File: config.mk
export PLATFORM = sky130hd
export DESIGN_NAME = branch_npc_unit_flat
export DESIGN_NICKNAME = d
export VERILOG_FILES = /design/src/rtl/branch_npc_unit_if.sv /design/src/rtl/branch_npc_unit.sv /design/src/flat_wrapper.sv
export SDC_FILE = /design/constraint.sdc
export NUM_CORES = 1
export LEC_CHECK = 0
export ABC_AREA = 1
export CAP_MARGIN = 20
export CORE_ASPECT_RATIO = 1.4
export CORE_MARGIN = 5
export CORE_UTILIZATION = 55
export DETAILED_ROUTE_END_ITERATION = 16
export MAX_ROUTING_LAYER = met4
export PLACE_DENSITY = 0.88
export SLEW_MARGIN = 20
export SYNTH_ARGS = -nofsm -noshare
export SYNTH_HDL_FRONTEND = slang
export SYNTH_SLANG_ARGS = --single-unit
File: constraint.sdc
create_clock -name clk -period 4 [get_ports clk]
set_input_delay 0.8 -clock clk [delete_from_list [all_inputs] [get_ports clk]]
set_output_delay 0.8 -clock clk [all_outputs]
set_load 0.01 [all_outputs]
File: src/rtl/branch_npc_unit_if.sv
// ---------------------------------------------------------------------------
// branch_npc_unit_if
// Bundle between the ID stage, the hazard unit and instruction fetch on one
// side, and the branch/next-PC unit on the other.
//   master : drives the ID-stage decode, comparator flags, stall and if_ready.
//            Observes pc, taken, link_pc and pending.
//   slave  : the branch/next-PC unit itself.
// ---------------------------------------------------------------------------
interface branch_npc_unit_if;
   logic        stall;
   logic        if_ready;
   logic        br_valid;
   logic [2:0]  br_type;
   logic        zero;
   logic        budengyu;
   logic        xiaoyudengyu_zero;
   logic        dayu_zero;
   logic        xiaoyu_zero;
   logic        dayudengyu_zero;
   logic [31:0] pc_id;
   logic [15:0] imm16;
   logic [25:0] instr_index;
   logic [31:0] jr_target;
   logic [31:0] pc;
   logic        taken;
   logic [31:0] link_pc;
   logic        pending;

   modport master (
      output stall, if_ready, br_valid, br_type,
      output zero, budengyu, xiaoyudengyu_zero, dayu_zero, xiaoyu_zero, dayudengyu_zero,
      output pc_id, imm16, instr_index, jr_target,
      input  pc, taken, link_pc, pending
   );

   modport slave (
      input  stall, if_ready, br_valid, br_type,
      input  zero, budengyu, xiaoyudengyu_zero, dayu_zero, xiaoyu_zero, dayudengyu_zero,
      input  pc_id, imm16, instr_index, jr_target,
      output pc, taken, link_pc, pending
   );
endinterface

File: src/rtl/branch_npc_unit.sv
// ---------------------------------------------------------------------------
// branch_npc_unit
// Owns the IF program counter and resolves branches/jumps held in ID.
// Delayed-branch machine: while the branch sits in ID, IF is already fetching
// its delay slot, so a taken redirect simply replaces the next PC update.
// When fetch cannot accept the redirect, the target is parked in a one-entry
// pending register (state HOLD) until if_ready arrives.
// Ports:
//   clk   : rising-edge clock
//   reset : asynchronous, active-low reset
//   bus   : slave side of branch_npc_unit_if
//           inputs  stall, if_ready, br_valid, br_type, comparator flags,
//                   pc_id, imm16, instr_index, jr_target
//           outputs pc (registered), taken (comb), link_pc (comb),
//                   pending (registered)
// ---------------------------------------------------------------------------
module branch_npc_unit #(
   parameter logic [31:0] RESET_PC = 32'h0000_3000
) (
   input  logic             clk,
   input  logic             reset,
   branch_npc_unit_if.slave bus
);

   typedef enum logic [0:0] {
      ST_RUN  = 1'b0,
      ST_HOLD = 1'b1
   } state_e;

   localparam logic [2:0] BT_BEQ  = 3'd0;
   localparam logic [2:0] BT_BNE  = 3'd1;
   localparam logic [2:0] BT_BLEZ = 3'd2;
   localparam logic [2:0] BT_BGTZ = 3'd3;
   localparam logic [2:0] BT_BLTZ = 3'd4;
   localparam logic [2:0] BT_BGEZ = 3'd5;
   localparam logic [2:0] BT_J    = 3'd6;
   localparam logic [2:0] BT_JR   = 3'd7;

   state_e      state_q, state_d;
   logic [31:0] pc_q, pc_d;
   logic [31:0] pend_target_q, pend_target_d;

   logic        cond_s;
   logic        taken_s;
   logic [31:0] pc_id_plus4_s;
   logic [31:0] target_s;

   // Map the branch type onto the comparator flag that decides it.
   function automatic logic cond_sel(
      input logic [2:0] t,
      input logic       f_eq,
      input logic       f_ne,
      input logic       f_lez,
      input logic       f_gtz,
      input logic       f_ltz,
      input logic       f_gez
   );
      case (t)
         BT_BEQ:      cond_sel = f_eq;
         BT_BNE:      cond_sel = f_ne;
         BT_BLEZ:     cond_sel = f_lez;
         BT_BGTZ:     cond_sel = f_gtz;
         BT_BLTZ:     cond_sel = f_ltz;
         BT_BGEZ:     cond_sel = f_gez;
         BT_J, BT_JR: cond_sel = 1'b1;
         default:     cond_sel = 1'b0;
      endcase
   endfunction

   // Redirect target; all arithmetic wraps modulo 2^32.
   function automatic logic [31:0] target_sel(
      input logic [2:0]  t,
      input logic [31:0] plus4,
      input logic [15:0] imm,
      input logic [25:0] idx,
      input logic [31:0] jr
   );
      case (t)
         BT_J:    target_sel = {plus4[31:28], idx, 2'b00};
         // Register targets are forced word aligned.
         BT_JR:   target_sel = jr & 32'hFFFF_FFFC;
         default: target_sel = plus4 + {{14{imm[15]}}, imm, 2'b00};
      endcase
   endfunction

   assign pc_id_plus4_s = bus.pc_id + 32'd4;
   assign cond_s        = cond_sel(bus.br_type, bus.zero, bus.budengyu,
                                   bus.xiaoyudengyu_zero, bus.dayu_zero,
                                   bus.xiaoyu_zero, bus.dayudengyu_zero);
   assign target_s      = target_sel(bus.br_type, pc_id_plus4_s, bus.imm16,
                                     bus.instr_index, bus.jr_target);

   // State register: PC, FSM state and parked redirect target.
   always_ff @(posedge clk or negedge reset) begin
      if (!reset) begin
         state_q       <= ST_RUN;
         pc_q          <= RESET_PC;
         pend_target_q <= 32'h0000_0000;
      end else begin
         state_q       <= state_d;
         pc_q          <= pc_d;
         pend_target_q <= pend_target_d;
      end
   end

   // Next-state logic: PC update, redirect parking and release.
   always_comb begin
      state_d       = state_q;
      pc_d          = pc_q;
      pend_target_d = pend_target_q;
      case (state_q)
         ST_RUN: begin
            if (bus.stall) begin
               pc_d = pc_q;
            end else if (taken_s && bus.if_ready) begin
               pc_d = target_s;
            end else if (taken_s) begin
               pend_target_d = target_s;
               state_d       = ST_HOLD;
            end else if (bus.if_ready) begin
               pc_d = pc_q + 32'd4;
            end else begin
               pc_d = pc_q;
            end
         end
         ST_HOLD: begin
            if (bus.if_ready && !bus.stall) begin
               pc_d    = pend_target_q;
               state_d = ST_RUN;
            end else begin
               state_d = ST_HOLD;
            end
         end
         default: begin
            state_d = ST_RUN;
         end
      endcase
   end

   // Output decode: the branch already retired from ID while in HOLD, so taken
   // is suppressed there; stale operands under stall are never evaluated.
   always_comb begin
      taken_s = 1'b0;
      if ((state_q == ST_RUN) && bus.br_valid && !bus.stall) begin
         taken_s = cond_s;
      end else begin
         taken_s = 1'b0;
      end
   end

   assign bus.pc      = pc_q;
   assign bus.pending = (state_q == ST_HOLD);
   assign bus.taken   = taken_s;
   assign bus.link_pc = bus.pc_id + 32'd8;

endmodule

File: src/flat_wrapper.sv
// flat-port wrapper written by rule: the top's interface ports become plain ports
module branch_npc_unit_flat 
#(
   parameter logic [31:0] RESET_PC = 32'h0000_3000
)
  (clk, reset, bus_stall, bus_if_ready, bus_br_valid, bus_br_type, bus_zero, bus_budengyu, bus_xiaoyudengyu_zero, bus_dayu_zero, bus_xiaoyu_zero, bus_dayudengyu_zero, bus_pc_id, bus_imm16, bus_instr_index, bus_jr_target, bus_pc, bus_taken, bus_link_pc, bus_pending);
  branch_npc_unit_if bus_i ();
  input  logic clk;
  input  logic reset;
  input wire logic [$bits(bus_i.stall)-1:0] bus_stall;
  input wire logic [$bits(bus_i.if_ready)-1:0] bus_if_ready;
  input wire logic [$bits(bus_i.br_valid)-1:0] bus_br_valid;
  input wire logic [$bits(bus_i.br_type)-1:0] bus_br_type;
  input wire logic [$bits(bus_i.zero)-1:0] bus_zero;
  input wire logic [$bits(bus_i.budengyu)-1:0] bus_budengyu;
  input wire logic [$bits(bus_i.xiaoyudengyu_zero)-1:0] bus_xiaoyudengyu_zero;
  input wire logic [$bits(bus_i.dayu_zero)-1:0] bus_dayu_zero;
  input wire logic [$bits(bus_i.xiaoyu_zero)-1:0] bus_xiaoyu_zero;
  input wire logic [$bits(bus_i.dayudengyu_zero)-1:0] bus_dayudengyu_zero;
  input wire logic [$bits(bus_i.pc_id)-1:0] bus_pc_id;
  input wire logic [$bits(bus_i.imm16)-1:0] bus_imm16;
  input wire logic [$bits(bus_i.instr_index)-1:0] bus_instr_index;
  input wire logic [$bits(bus_i.jr_target)-1:0] bus_jr_target;
  output wire logic [$bits(bus_i.pc)-1:0] bus_pc;
  output wire logic [$bits(bus_i.taken)-1:0] bus_taken;
  output wire logic [$bits(bus_i.link_pc)-1:0] bus_link_pc;
  output wire logic [$bits(bus_i.pending)-1:0] bus_pending;
  assign bus_i.stall = bus_stall;
  assign bus_i.if_ready = bus_if_ready;
  assign bus_i.br_valid = bus_br_valid;
  assign bus_i.br_type = bus_br_type;
  assign bus_i.zero = bus_zero;
  assign bus_i.budengyu = bus_budengyu;
  assign bus_i.xiaoyudengyu_zero = bus_xiaoyudengyu_zero;
  assign bus_i.dayu_zero = bus_dayu_zero;
  assign bus_i.xiaoyu_zero = bus_xiaoyu_zero;
  assign bus_i.dayudengyu_zero = bus_dayudengyu_zero;
  assign bus_i.pc_id = bus_pc_id;
  assign bus_i.imm16 = bus_imm16;
  assign bus_i.instr_index = bus_instr_index;
  assign bus_i.jr_target = bus_jr_target;
  assign bus_pc = bus_i.pc;
  assign bus_taken = bus_i.taken;
  assign bus_link_pc = bus_i.link_pc;
  assign bus_pending = bus_i.pending;
  branch_npc_unit #(.RESET_PC(RESET_PC)) u_core (.clk(clk), .reset(reset), .bus(bus_i));
endmodule
==> impl_metrics.ini <==
[sta]
fin_crit_sh_pct = 96.6
clock-skew-final_ps = 8.18
worstMarginPinSlew_ps = 813
rsz0062_at_grt = true
hold_viol_final = 0
setup_viol = 0
drv_slew = 0
setup_tns_ps = 0
relSlewSlack_pct = 45.7
fmax_mhz = 259
fin_crit_ps = 3870

[clock_tree]
htreeDepth = 3
clock_path_buffers = 2
clock_latency_ps = 340
cts_sinks = 65
clkTransAtPathRegs_ps = 50
root_buffer = clkbuf_16
cts_buffers = 9
cts_tree = yes

[critical_path]
cp_cell_sequence = clkdlybuf4s50_1, nand2_1, nor2_2, nand2_2, inv_1, nand4_1, xor2_1, buf_4, buf_4, clkdlybuf4s50_1
cp-end-kind = output pin
worst_ep_arrival_time_ps = 3070
crit_cells = 10
path_max_fanout = 3
cpPeakStageDelay_ps = 550
crit_slowest_cell = clkdlybuf4s50_1
setup.worst_path.start = bus_pc_id[8]
r2r_slack_ps = 1740
start_kind = primary input
r2r-start = u_core.bus.pending
timing.critical_path.to = bus_link_pc[23]
critPathBufInv = 5
crit_family = buffers and inverters
cp_data_required_time_ps = 3200
worstRegToRegCells = 12
r2r_end = u_core.bus.pc[0]
critical_path_class = primary input to output pin

[die]
io_pins = 186
dieWidth_um = 107
dieArea_mm2 = 0.0157
rows = 49
core-area_mm2 = 0.0129
initial_core_util_pct = 56.2
die_y_um = 146

[global_route]
track_usage_pct = 37.0
grt-ovfl-total = 0
grt_pass1_wl_um = 44900
grt_max_degree = 48
antenna_found_initial = 0
grt_pass1_vias = 9238

[yosys]
yosysSeqAreaShare_pct = 22.4
synth.distinct_cells = 47
synth_edf_count = 0
syn_avg_cell_area_um2 = 6.32
synth_nets = 1306
ys.warnings.count = 0
synth_ff_type = dfrtp_1
synth_area_mm2 = 0.00728
synth-async-reset-ratio_pct = 100
ys_ff_latch = 65
syn_inst = 1151

[pwr]
p_per_area_mw_per_mm2 = 351
peakVddDrop_mv = 0.310
p_leak_nw = 5.14

[drt]
finalWirelength_um = 29400
drc = 0
dr.first_iter.drc_count = 764
routed_via_density = 5.70
num_vias = 9366
routedWlPerCell_um = 17.9
ant_nets = 0
drt_pass1_iterations = 6

[place]
port_buffers = 183
gp_congestion = 1.03
dp_hpwl_um = 22500
placed_area_mm2 = 0.0102

[final_layout]
n_antenna_cell = 0
drive_gt1_share_pct = 17.9
area_delta_synth_final_pct = 48.9
nNetsFinal = 1614
design_area_mm2 = 0.0108

[min_path]
min_path_type = primary input to async pin

[run_status]
status = complete, no violations

[job]
drv_cap = 0
state kept, by name, indices dropped and copies added (netlist names):
name,flops
u_core.bus.pending,1
u_core.pend_target_q,32
u_core.bus.pc,32
layout make-up:
class / instances / area (um^2)
inverters: 133 / 499
fillers: 842 / 2100
clock inverters: 5 / 103
well taps: 178 / 223
flip-flops and latches: 65 / 1630
clock buffers: 11 / 243
repair buffers: 328 / 2940
multi-input cells: 922 / 5200
synthesized netlist by cell type, drive strengths merged, types with 17 or more instances:
| master | instances | area (um^2) |
|---|---|---|
| a22oi | 26 | 195 |
| a21oi | 68 | 340 |
| inv | 129 | 484 |
| nor3 | 27 | 150 |
| nand2 | 336 | 1290 |
| dfrtp | 63 | 1580 |
| nand4 | 19 | 119 |
| buf | 17 | 104 |
| o21ai | 63 | 315 |
| nand3 | 70 | 365 |
| nor2 | 145 | 617 |
| xor2 | 52 | 455 |
| xnor2 | 23 | 201 |
| ha | 34 | 425 |
stage by stage:
stage	worst slack (ps)	cells	hold slack, ps	power (mW)	utilization, %
5_1_grt	-98.5	1642	384	3.99	83.8
2_1_floorplan	646	1151	472	1.96	-
3_3_place_gp	-237	1621	488	2.68	79.1
4_1_cts	14.0	1637	515	3.71	81.8
3_5_place_dp	-320	1621	493	2.75	79.1
6_report	135	1642	358	3.81	83.8
worst min path at each step:
stage / start / depth (start not counted) / slack, ps / to
floorplan: u_core.pend_target_q[30] / 2 / 470 / u_core.pend_target_q[30]
global placement: u_core.pend_target_q[16] / 2 / 490 / u_core.pend_target_q[16]
detailed placement: u_core.pend_target_q[16] / 2 / 490 / u_core.pend_target_q[16]
CTS: u_core.pend_target_q[5] / 1 / 520 / u_core.pend_target_q[5]
global route: reset / 1 / 380 / u_core.bus.pc[4]
finish: reset / 1 / 360 / u_core.bus.pc[4]
cell usage in the layout (no fill, tap or decap), drive strengths merged, types with 19 or more instances in the layout:
| cell | instances |
|---|---|
| o21ai | 63 |
| nand4 | 19 |
| inv | 130 |
| nor2 | 145 |
| dfrtp | 63 |
| a21oi | 68 |
| ha | 34 |
| nand3 | 70 |
| xor2 | 52 |
| nor3 | 27 |
| a22oi | 26 |
| clkdlybuf4s50 | 176 |
| nand2 | 336 |
| xnor2 | 23 |
| buf | 146 |
worst register-to-register path, cell delays in order (launching register included):
cell and delay [ps]:
dfrtp_1 570, nor2_1 80, nand3_1 90, inv_1 50, nand2_2 100, buf_4 180, nor2_4 50, inv_2 120
nand2_4 140, inv_2 360, nor2_1 180, nor2_1 150, a31oi_1 60
where the power goes:
part	total, mW	internal (mW)	switching (mW)
registers	1.11	0.879	0.235
clock network	0.920	0.625	0.296
logic	1.77	0.820	0.952
total	3.81	2.32	1.48
kinds of logic (layout without fill, tap and decap cells):
family | count (synthesis) | after routing | synth area share, %
DFF | 65 | 65 | 22.4
buffers and inverters | 164 | 477 | 9.01
and+or+nand+nor | 606 | 606 | 35.9
adders and majority gates | 35 | 35 | 6.12
xor gates and xnor gates | 75 | 75 | 9.03
muxes | 16 | 16 | 2.44
AOI/OAI and AO/OA | 190 | 190 | 15.1
repair_timing:
| item | in CTS | in global routing |
|---|---|---|
| resized for setup | 2 | 57 |
| hold buffers | 0 | 0 |
| pin swaps | 0 | 11 |
| setup endpoints to repair | 4 | 37 |
| buffers inserted | 0 | 4 |
layer usage:
metal  vias to the layer above  routed length (um)  global-route usage, %
met3                       172                2070                   4.33
met4                         0                2160                   24.7
met1                      4264                9910                   37.8
met2                       544               15300                   65.3
met5                         -                   0                      -
li1                       4386                   -                      -
Note: power is estimated with default switching activity, not from simulation.
